===== src/rtl/cs_rst_seq_pkg.sv =====
// Shared types and bit-search helpers for the capture/streaming reset sequencer.
package cs_rst_pkg;

  typedef enum logic [1:0] {
    IDLE    = 2'd0,
    ASSERT  = 2'd1,
    RELEASE = 2'd2
  } state_e;

  // The encoding lets a request escalate the mode with a plain OR (DEV -> ALL, never back).
  typedef enum logic {
    MODE_DEV = 1'b0,
    MODE_ALL = 1'b1
  } mode_e;

  localparam logic [5:0] NONE = 6'd32;

  function automatic logic [5:0] first_set(input logic [31:0] mask);
    logic [5:0] r;
    r = NONE;
    for (int i = 31; i >= 0; i--) begin
      if (mask[i]) r = 6'(i);
    end
    return r;
  endfunction

  function automatic logic [5:0] next_set(input logic [31:0] mask, input logic [5:0] idx);
    logic [5:0] r;
    r = NONE;
    for (int i = 31; i >= 0; i--) begin
      if (mask[i] && (i > int'(idx))) r = 6'(i);
    end
    return r;
  endfunction

endpackage


===== src/rtl/cs_rst_seq.sv =====
// Reset sequencer: stretches ALL/DEV reset requests and releases the masked outputs
// one at a time in index order, gated by clock-source lock.
//
//   state   | meaning
//   IDLE    | no sequence running, all outputs released
//   ASSERT  | masked outputs held high, counting STRETCH cycles of lock=1
//   RELEASE | clearing one masked output every STEP cycles, lowest index first
module cs_rst_seq
  import cs_rst_pkg::*;
#(
  parameter int                 NUM_OUT  = 9,
  parameter logic [NUM_OUT-1:0] DEV_MASK = 9'h186,
  parameter int                 STRETCH  = 16,
  parameter int                 STEP     = 4,
  parameter int                 CNT_W    = 8
) (
  input  logic               clk,
  input  logic               rst_n,
  input  logic               lock,
  input  logic               rst_all_req,
  input  logic               rst_dev_req,
  output logic [NUM_OUT-1:0] rst_out,
  output logic               busy,
  output logic               all_ready,
  output logic               dev_ready
);

  if ((NUM_OUT < 1) || (NUM_OUT > 32) || (STRETCH < 1) || (STEP < 1)
      || (STRETCH > (1 << CNT_W)) || (STEP > (1 << CNT_W))) begin : g_bad_param
    $error("cs_rst_seq: illegal NUM_OUT/STRETCH/STEP or CNT_W too small");
  end

  localparam logic [NUM_OUT-1:0] ALL_MASK   = '1;
  localparam logic [NUM_OUT-1:0] ONE        = NUM_OUT'(1);
  localparam logic [CNT_W-1:0]   STRETCH_TC = CNT_W'(STRETCH - 1);
  localparam logic [CNT_W-1:0]   STEP_TC    = CNT_W'(STEP - 1);
  localparam logic [CNT_W-1:0]   CNT_MAX    = '1;

  state_e             state_q, state_d;
  mode_e              mode_q, mode_d, mode_new;
  logic [CNT_W-1:0]   cnt_q, cnt_d, cnt_inc;
  logic [5:0]         idx_q, idx_d, pos;
  logic [NUM_OUT-1:0] rst_out_q, rst_out_d, mask_cur;
  logic               all_ready_q, all_ready_d;
  logic               dev_ready_q, dev_ready_d;

  function automatic logic [NUM_OUT-1:0] mask_of(input mode_e m);
    return (m == MODE_ALL) ? ALL_MASK : DEV_MASK;
  endfunction

  always_comb begin
    state_d   = state_q;
    mode_d    = mode_q;
    cnt_d     = cnt_q;
    idx_d     = idx_q;
    rst_out_d = rst_out_q;
    pos       = NONE;
    mask_cur  = mask_of(mode_q);
    cnt_inc   = (cnt_q == CNT_MAX) ? cnt_q : cnt_q + CNT_W'(1);
    mode_new  = (rst_all_req || ((state_q != IDLE) && (mode_q == MODE_ALL))) ? MODE_ALL : MODE_DEV;

    // A request restarts from any state, re-asserting every bit of the (possibly wider) mask.
    if (rst_all_req || rst_dev_req) begin
      state_d   = ASSERT;
      mode_d    = mode_new;
      cnt_d     = '0;
      rst_out_d = rst_out_q | mask_of(mode_new);
    end else begin
      case (state_q)
        IDLE: ;
        ASSERT: begin
          if (!lock) begin
            cnt_d = '0;
          end else if (cnt_q == STRETCH_TC) begin
            pos   = first_set(32'(mask_cur));
            cnt_d = '0;
            idx_d = pos;
            if (pos == NONE) begin
              state_d = IDLE;
            end else begin
              rst_out_d = rst_out_q & ~(ONE << pos);
              state_d   = (next_set(32'(mask_cur), pos) == NONE) ? IDLE : RELEASE;
            end
          end else begin
            cnt_d = cnt_inc;
          end
        end
        RELEASE: begin
          if (!lock) begin
            state_d   = ASSERT;
            cnt_d     = '0;
            rst_out_d = rst_out_q | mask_cur;
          end else if (cnt_q == STEP_TC) begin
            pos       = next_set(32'(mask_cur), idx_q);
            cnt_d     = '0;
            idx_d     = pos;
            rst_out_d = rst_out_q & ~(ONE << pos);
            if (next_set(32'(mask_cur), pos) == NONE) state_d = IDLE;
          end else begin
            cnt_d = cnt_inc;
          end
        end
        default: begin
          state_d   = ASSERT;
          mode_d    = MODE_ALL;
          cnt_d     = '0;
          rst_out_d = ALL_MASK;
        end
      endcase
    end

    all_ready_d = ~|rst_out_d;
    dev_ready_d = ~|(rst_out_d & DEV_MASK);
  end

  always_ff @(posedge clk) begin
    if (!rst_n) begin
      state_q     <= ASSERT;
      mode_q      <= MODE_ALL;
      cnt_q       <= '0;
      idx_q       <= '0;
      rst_out_q   <= ALL_MASK;
      all_ready_q <= 1'b0;
      dev_ready_q <= 1'b0;
    end else begin
      state_q     <= state_d;
      mode_q      <= mode_d;
      cnt_q       <= cnt_d;
      idx_q       <= idx_d;
      rst_out_q   <= rst_out_d;
      all_ready_q <= all_ready_d;
      dev_ready_q <= dev_ready_d;
    end
  end

  assign rst_out   = rst_out_q;
  assign busy      = (state_q != IDLE);
  assign all_ready = all_ready_q;
  assign dev_ready = dev_ready_q;

endmodule

===== config.mk =====
export PLATFORM = sky130hd
export DESIGN_NAME = cs_rst_seq
export DESIGN_NICKNAME = d
export VERILOG_FILES = /design/src/rtl/cs_rst_seq_pkg.sv /design/src/rtl/cs_rst_seq.sv
export SDC_FILE = /design/constraint.sdc
export NUM_CORES = 1
export LEC_CHECK = 0
export CAP_MARGIN = 10
export CORE_MARGIN = 2
export CORE_UTILIZATION = 30
export CTS_CLUSTER_DIAMETER = 80
export DETAILED_ROUTE_END_ITERATION = 6
export PLACE_DENSITY = 0.47
export SLEW_MARGIN = 15
export SYNTH_ARGS = -nofsm -noshare
export SYNTH_HDL_FRONTEND = slang
export SYNTH_SLANG_ARGS = --single-unit

===== constraint.sdc =====
create_clock -name clk -period 2.4 [get_ports clk]
set_clock_uncertainty 0.2 [all_clocks]
set_input_delay 0.36 -clock clk [delete_from_list [all_inputs] [get_ports clk]]
set_output_delay 0.36 -clock clk [all_outputs]
set_load 0.05 [all_outputs]

==> results_tabular.tex, run 1 <==
\begin{tabular}{lr}
\hline
Metric & Value \\
\hline
\multicolumn{2}{l}{\textbf{Placed design}} \\
Post-detailed-placement cell area & 1981 sq um \\
HPWL after detailed placement & $\sim$3400 microns \\
Gpl congestion & between 0.8 and 0.9 \\
Input/output buffers & 16 \\
\multicolumn{2}{l}{\textbf{Worst setup path}} \\
Endpoint required time on the critical path & approximately 2400 ps \\
Critical Path Max Stage Delay & 470 ps \\
Critical path's slowest cell & or4\_4 \\
Ordered list of cells on the worst path & nor4\_4 > nand2\_2 > or4\_4 > a31oi\_1 > nand4\_1 > nor3\_2 \\
Critical path startpoint category & flip-flop \\
Classification of the worst setup path & reg -> reg \\
Critical path endpoint category & flip-flop \\
Arr. time, crit path & roughly 2300 ps \\
R2r worst-path depth & 6 \\
Crit Path Max Fanout & 5 \\
\multicolumn{2}{l}{\textbf{Drt}} \\
Number of DRC violations after detailed routing & 0 \\
Remaining number of nets flagged by the antenna check after routing & 0 \\
Routed length on met3 & 161 microns \\
Total routed wirelength & around 4400 microns \\
Routed wirelength normalized by instance count & roughly 15 microns \\
Number of vias in the routed layout & about 1600 \\
Highest metal layer with signal wires & met4 \\
M1 wire length & between 2000 and 2500 microns \\
Avg Vias per Cell & $\sim$5.2 \\
Met2 wire len & around 1800 microns \\
Initial DRC count & 102 \\
First-pass iteration count of the detailed router & 4 \\
\multicolumn{2}{l}{\textbf{Run status}} \\
Run status & completed \\
\multicolumn{2}{l}{\textbf{CTS}} \\
Clock insertion delay at the later pin of the skew report & between 200 and 300 ps \\
Clock buffer count from CTS & 3 \\
CTS H-tree lvls & 1 \\
Max clock buf depth & 2 \\
Clock sink total & 27 \\
Clock tree from TritonCTS & done \\
Hold-fix buffer count after cts & 0 \\
Clock-pin transition on the worst setup and hold timing paths & 100 ps \\
Cell chosen for the clock root & clkbuf\_8 \\
\multicolumn{2}{l}{\textbf{Global routing}} \\
Number of antenna violations at the first check in global routing & 0 \\
Global-route wire length before repair & about 7700 microns \\
Maximum number of pins on one net before global-route repair & 15 \\
Gr ovfl total & 0 \\
Total routing resource utilization after global routing & 15.66\% \\
Number of global-route vias before repair & about 1600 \\
\multicolumn{2}{l}{\textbf{Die}} \\
Core area & approximately 5200 sq um \\
Die H & between 70 and 80 microns \\
Full die area & 6089 sq um \\
Top-Level Pins & 17 \\
Initial Utilization & about a third \\
Horiz. Die Dim & around 78 microns \\
FP Rows & 26 \\
\multicolumn{2}{l}{\textbf{Yosys}} \\
Portion of the post-synthesis area used by sequential elements & between 30\% and 40\% \\
Syn Nets & 220 \\
Most area-hungry cell type in the Yosys netlist & dfxtp\_1 \\
Number of warnings reported in the yosys synthesis log & 0 \\
Number of flops mapped to enable cells by yosys & 0 \\
Number of different library cells in the post-synthesis netlist & between 40 and 50 \\
Cell area after synthesis & 1644 sq um \\
\#FFs+latches synth & 27 \\
Number of instances in the synthesized netlist & roughly 210 \\
Proportion of netlist area held by the largest area contributor & about a third \\
Top cells by area, synth & dfxtp\_1, nor2\_1, ha\_1 \\
Most common flop cell mapped by yosys & dfxtp\_1 \\
Per-instance average area after synthesis & roughly 7.9 sq um \\
Share of synthesized flip-flops with an asynchronous set or reset & 0\% \\
\multicolumn{2}{l}{\textbf{Timing}} \\
Highest Clock Rate & around 440 MHz \\
Worst hold margin & 296.4 ps \\
Final-report hold violation count & 0 \\
RSZ-0062 raised after global routing & false \\
Max-slew violation count & 0 \\
Final worst path period need & about 2300 ps \\
Worst-Margin Slew & around 500 ps \\
Fraction of the cycle the final worst path needs & 94.05\% \\
Slew HR & between 60\% and 70\% \\
Final setup violation count & 0 \\
Setup Total Neg Slack & 0 ps \\
\multicolumn{2}{l}{\textbf{Min path}} \\
Worst Hold Depth & 2 \\
Hold Path Class & reg -> reg \\
\multicolumn{2}{l}{\textbf{Cells and area}} \\
N\_diodes & 0 \\
Net total in the final layout & approximately 250 \\
Area delta synth->final & 23.21\% \\
Leading cell type in the layout, fill and taps excluded & dfxtp\_1 \\
Commonest cells after routing, fill and taps aside & dfxtp\_1, nor2\_1, nand2\_1 \\
Proportion of layout cells with a drive suffix above 1 & between 10\% and 20\% \\
Filler cells & $\sim$570 \\
Final std cell area, no fill & slightly above 2000 sq um \\
\multicolumn{2}{l}{\textbf{Power and ir drop}} \\
Power density over the cells & $\sim$370 nW/um\^{}2 \\
Design Power & between 0.0007 and 0.0008 W \\
Highest ir drop seen on vdd & about 0.2 mV \\
Leak Pwr & roughly 0.7 nW \\
\multicolumn{2}{l}{\textbf{Flow run}} \\
Max-cap check violation count & 0 \\
\hline
\end{tabular}
## layout make-up
type                    count  area [sq um]  share of cell area (%)
clock buffers               4         45.04                   2.224
inverters                   7         26.28                   1.297
multi-input cells         166          1044                   51.51
flip-flops and latches     27         540.5                   26.68
well taps                  70         87.58                   4.324
repair buffers             31         282.8                   13.96
## power breakdown
part	total [W]	internal (W)	switching, W
Sequential	0.000448	0.000448	0.000000321
Clock	0.000268	0.000119	0.000148
Combinational	0.0000433	0.0000200	0.0000233
Total	0.000759	0.000587	0.000172
## through the flow
stage / cells / util (%) / setup slack [ps]
after floorplan: 209 / - / 248.7
after global placement: 301 / 38.05 / 63.36
after detailed placement: 301 / 38.05 / 13.80
after CTS: 305 / 38.92 / 106.4
after global routing: 305 / 38.92 / 6.031
final: 305 / 38.92 / 142.7
## per-layer routing
layer,vias to the layer above,track usage (%)
li1,809,-
met1,741,23.21
met2,28,23.45
met3,5,2.184
met4,0,4.737
met5,-,0
## what timing repair did
| item | CTS | global route |
|---|---|---|
| setup buffers | 0 | 0 |
| endpoints found under the setup margin | 0 | 6 |
| resized for setup | 0 | 2 |
## worst max-delay path: cells and delay by family, from the launching register on
family,cells,cell delay [ps]
AND/OR/NAND/NOR,5,1340
AO/OA/AOI/OAI,1,280
flip-flops,1,370
## sequential cells by signal, indices dropped and copies added (netlist names)
register / cells
mode_q: 1
cnt_q: 8
dev_ready: 1
rst_out: 9
all_ready: 1
state_q: 2
idx_q: 5
## logic make-up (layout without fill, tap and decap cells)
family	Yosys count	count (layout)	share of synthesized area (%)
simple gates	100	100	32.95
compound gates	52	52	21.54
flops	27	27	32.88
buf+inv	16	42	3.653
fa+ha+maj	6	6	4.566
xor+xnor	6	6	3.196
mux	2	2	1.218
## synthesized netlist by cell type, types with 5 or more instances
cell type	count
dfxtp_1	27
nor2_1	25
nand2_1	20
o21ai_0	11
a21oi_1	9
clkbuf_1	8
nand3_1	8
inv_1	7
nand2b_1	7
nand4_1	7
ha_1	6
a31oi_1	5
nor2b_1	5
## path summary, 6_finish.rpt
kind	start	endpoint	slack (ps)
setup / recovery	cnt_q[4]$_SDFFE_PP0N_	all_ready$_SDFF_PN0_	140
hold / removal	idx_q[3]$_SDFFE_PN0P_	idx_q[3]$_SDFFE_PN0P_	300
setup reg to reg	cnt_q[4]$_SDFFE_PP0N_	all_ready$_SDFF_PN0_	140
hold reg to reg	idx_q[3]$_SDFFE_PN0P_	idx_q[3]$_SDFFE_PN0P_	300
Note: power is estimated with default switching activity, not from simulation.
==> run 2, diff against run 1 <==
--- a/config.mk
+++ b/config.mk
@@ -10,6 +10,8 @@
 export CORE_UTILIZATION = 30
 export CTS_CLUSTER_DIAMETER = 80
 export DETAILED_ROUTE_END_ITERATION = 6
+export GPL_TIMING_DRIVEN = 1
+export HOLD_SLACK_MARGIN = 0.1
 export PLACE_DENSITY = 0.47
 export SLEW_MARGIN = 15
 export SYNTH_ARGS = -nofsm -noshare
==> results of run 2 <==
Final layout, timing and power as in run 1 (identical DEF).
==> run 3, diff against run 2 <==
==> constraint.sdc (replaced) <==
create_clock -name clk -period 2.1 [get_ports clk]
set_clock_uncertainty 0.2 [all_clocks]
set_input_delay 0.315 -clock clk [delete_from_list [all_inputs] [get_ports clk]]
set_output_delay 0.315 -clock clk [all_outputs]
set_load 0.05 [all_outputs]
==> run 3 against run 2 <==
Compared with the run above: worst setup slack lost 72 ps; non-clock buffer count grew 27; design area grew 15%; die area is the same; largest power group unchanged; first-iteration DRC count grew 0.98%; core utilization grew 5.7 points.
==> results_tabular.tex, run 3 (same netlist as run 1, synthesis figures left out) <==
\begin{tabular}{lr}
\hline
Metric & Value \\
\hline
\multicolumn{2}{l}{\textbf{Run status}} \\
Run status & completed \\
\multicolumn{2}{l}{\textbf{Timing}} \\
RSZ-0062 raised after global routing & true \\
Final setup violation count & 0 (unchanged) \\
Highest Clock Rate & approximately 500 MHz \\
Final-report hold violation count & 0 (unchanged) \\
Worst-Margin Slew & 500.2 ps (-11.53 ps) \\
Final Worst Setup Slack & 71.18 ps (-71.54 ps) \\
Slew HR & 66.55\% (+1.1 points) \\
Final worst path period need & a little over 2000 ps \\
Fraction of the cycle the final worst path needs & a little over nine tenths \\
Max-slew violation count & 0 (unchanged) \\
\multicolumn{2}{l}{\textbf{Worst setup path}} \\
Critical register-to-register path endpoint & all\_ready\$\_SDFF\_PN0\_ \\
Family of cells with the greatest summed delay on the critical path & buffers and inverters \\
Endpoint required time on the critical path & 1580 ps (-830 ps) \\
Arr. time, crit path & 1510 ps (-760 ps) \\
Critical path's slowest cell & clkdlybuf4s50\_1 \\
Setup slack of the worst register-to-register path & 80 ps (-60 ps) \\
Buf+Inv Stages, Crit Path & 1 (+1) \\
Classification of the worst setup path & reg -> out \\
R2r worst-path depth & 6 (unchanged) \\
Reg-to-Reg Start & state\_q[0]\$\_SDFFE\_PP1P\_ \\
Critical path startpoint category & flip-flop \\
Crit Path Max Fanout & 3 (-2) \\
Critical path endpoint category & output pin \\
Ordered list of cells on the worst path & clkdlybuf4s50\_1 \\
Critical Path Max Stage Delay & 830 ps (+360 ps) \\
\multicolumn{2}{l}{\textbf{Min path}} \\
Hold Path Class & reg -> reg \\
Worst Hold Depth & 2 (unchanged) \\
Hold EP & idx\_q[3]\$\_SDFFE\_PN0P\_ \\
Critical hold path startpoint & idx\_q[3]\$\_SDFFE\_PN0P\_ \\
\multicolumn{2}{l}{\textbf{Global routing}} \\
Total routing resource utilization after global routing & 17.10\% (+1.4 points) \\
Number of global-route vias before repair & 1621 (+3.5\%) \\
Maximum number of pins on one net before global-route repair & 16 (+1) \\
Gr ovfl total & 0 (unchanged) \\
Number of antenna violations at the first check in global routing & 0 (unchanged) \\
Global-route wire length before repair & 8238 microns (+7.0\%) \\
\multicolumn{2}{l}{\textbf{Drt}} \\
First-pass iteration count of the detailed router & 4 (unchanged) \\
Total routed wirelength & 4848 microns (+9.2\%) \\
Routed wirelength normalized by instance count & 14.60 microns (+0.29\%) \\
Avg Vias per Cell & 5.036 (-3.0\%) \\
Number of DRC violations after detailed routing & 0 (unchanged) \\
Initial DRC count & 103 (+0.98\%) \\
Remaining number of nets flagged by the antenna check after routing & 0 (unchanged) \\
Number of vias in the routed layout & 1672 (+5.6\%) \\
\multicolumn{2}{l}{\textbf{CTS}} \\
Clock insertion delay at the later pin of the skew report & 280 ps (about the same) \\
Clock tree from TritonCTS & done \\
Max clock buf depth & 2 (unchanged) \\
Clock-pin transition on the worst setup and hold timing paths & 90 ps (about the same) \\
Clock buffer count from CTS & 3 (unchanged) \\
Clock sink total & 27 (unchanged) \\
Cell chosen for the clock root & clkbuf\_8 \\
Hold-fix buffer count after cts & 0 (unchanged) \\
CTS H-tree lvls & 1 (unchanged) \\
\multicolumn{2}{l}{\textbf{Cells and area}} \\
Leading cell type in the layout, fill and taps excluded & buf\_4 \\
Net total in the final layout & 274 (+11\%) \\
Area delta synth->final & 41.25\% \\
Max reg flops & 9 (unchanged) \\
Proportion of layout cells with a drive suffix above 1 & 31.30\% (+19 points) \\
N\_diodes & 0 (unchanged) \\
Commonest cells after routing, fill and taps aside & buf\_4, nor2\_1, dfxtp\_1 \\
\multicolumn{2}{l}{\textbf{Placed design}} \\
HPWL after detailed placement & 3816 microns (+13\%) \\
Place WS & -185.5 ps (-199.3 ps) \\
Input/output buffers & 16 (unchanged) \\
Gpl congestion & 0.8579 (-1.6\%) \\
\multicolumn{2}{l}{\textbf{Power and ir drop}} \\
Power density over the cells & 378.3 nW/um\^{}2 (+0.89\%) \\
Highest ir drop seen on vdd & 0.1886 mV (-8.3\%) \\
Design Power & 0.0008784 W (+16\%) \\
Leak Pwr & 0.8558 nW (+20\%) \\
\multicolumn{2}{l}{\textbf{Die}} \\
Horiz. Die Dim & 78.03 microns (unchanged) \\
Die H & 78.03 microns (unchanged) \\
Initial Utilization & 31.59\% (unchanged) \\
Full die area & 6089 sq um (unchanged) \\
Core area & 5205 sq um (unchanged) \\
FP Rows & 26 (unchanged) \\
Top-Level Pins & 17 (unchanged) \\
\multicolumn{2}{l}{\textbf{Flow run}} \\
Max-cap check violation count & 0 (unchanged) \\
\hline
\end{tabular}
run 3: changes by cell type in the layout (fill, tap and decap cells not counted), moves of 2 or more:
| cell | previous run | this run |
|---|---|---|
| a21boi_1 | 0 | 2 |
| ha_1 | 6 | 3 |
| dfxtp_1 | 27 | 22 |
| buf_4 | 15 | 45 |
| a21boi_0 | 4 | 2 |
| clkdlybuf4s50_1 | 15 | 12 |
| ha_2 | 0 | 3 |
| dfxtp_2 | 0 | 5 |
| nand3_2 | 0 | 2 |
| nand3_1 | 8 | 6 |
run 3: worst max-delay path by stage:
| stage | from | to | cells after the start |
|---|---|---|---|
| final | rst_out[2]$_SDFF_PN1_ | rst_out[2] | 1 |
| after global routing | state_q[0]$_SDFFE_PP1P_ | all_ready$_SDFF_PN0_ | 8 |
| after CTS | state_q[0]$_SDFFE_PP1P_ | all_ready$_SDFF_PN0_ | 7 |
| after detailed placement | rst_dev_req | idx_q[1]$_SDFFE_PN0P_ | 6 |
| after global placement | rst_dev_req | idx_q[3]$_SDFFE_PN0P_ | 6 |
| after floorplan | cnt_q[1]$_SDFFE_PP0N_ | all_ready$_SDFF_PN0_ | 7 |
run 3: routing by layer:
metal  GRT usage, %  part of all wire, %
met3          2.414                  4.8
met4          5.789                  1.2
met5              0                    0
met2          24.57                   42
met1          25.92                   52
run 3: cell type report:
class | instances | area (sq um)
fillers | 528 | 2883
inverters | 7 | 26.28
flip-flops and latches | 27 | 546.8
clock buffers | 3 | 41.29
clock inverters | 1 | 5.005
multi-input cells | 166 | 1137
well taps | 70 | 87.58
repair buffers | 58 | 478.0
run 3: repair_timing:
| action | 4_1_cts | 5_1_grt |
|---|---|---|
| endpoints found under the hold margin | 0 | 0 |
| gates resized for setup | 6 | 19 |
| setup endpoints to repair | 11 | 15 |
| buffers inserted | 1 | 0 |
| pin swaps | 3 | 8 |
run 3: stage by stage:
stage          instance area [sq um]  TNS (ps)  util [%]  instances  hold WS, ps
2_1_floorplan                   1653         0         -        209        188.2
3_3_place_gp                    2177     -1182     41.83        327        278.0
3_5_place_dp                    2177     -1099     41.83        327        284.3
4_1_cts                         2246         0     43.15        332        303.7
5_1_grt                         2322    -58.88     44.62        332        330.4
6_report                        2322         0     44.62        332        285.7
run 3: power breakdown:
group	internal [W]	total, W	leakage, nW	switching [W]
logic	0.0000327	0.0000641	0.611	0.0000314
clock network	0.000133	0.000302	0.0255	0.000168
registers	0.000512	0.000512	0.219	0.000000367
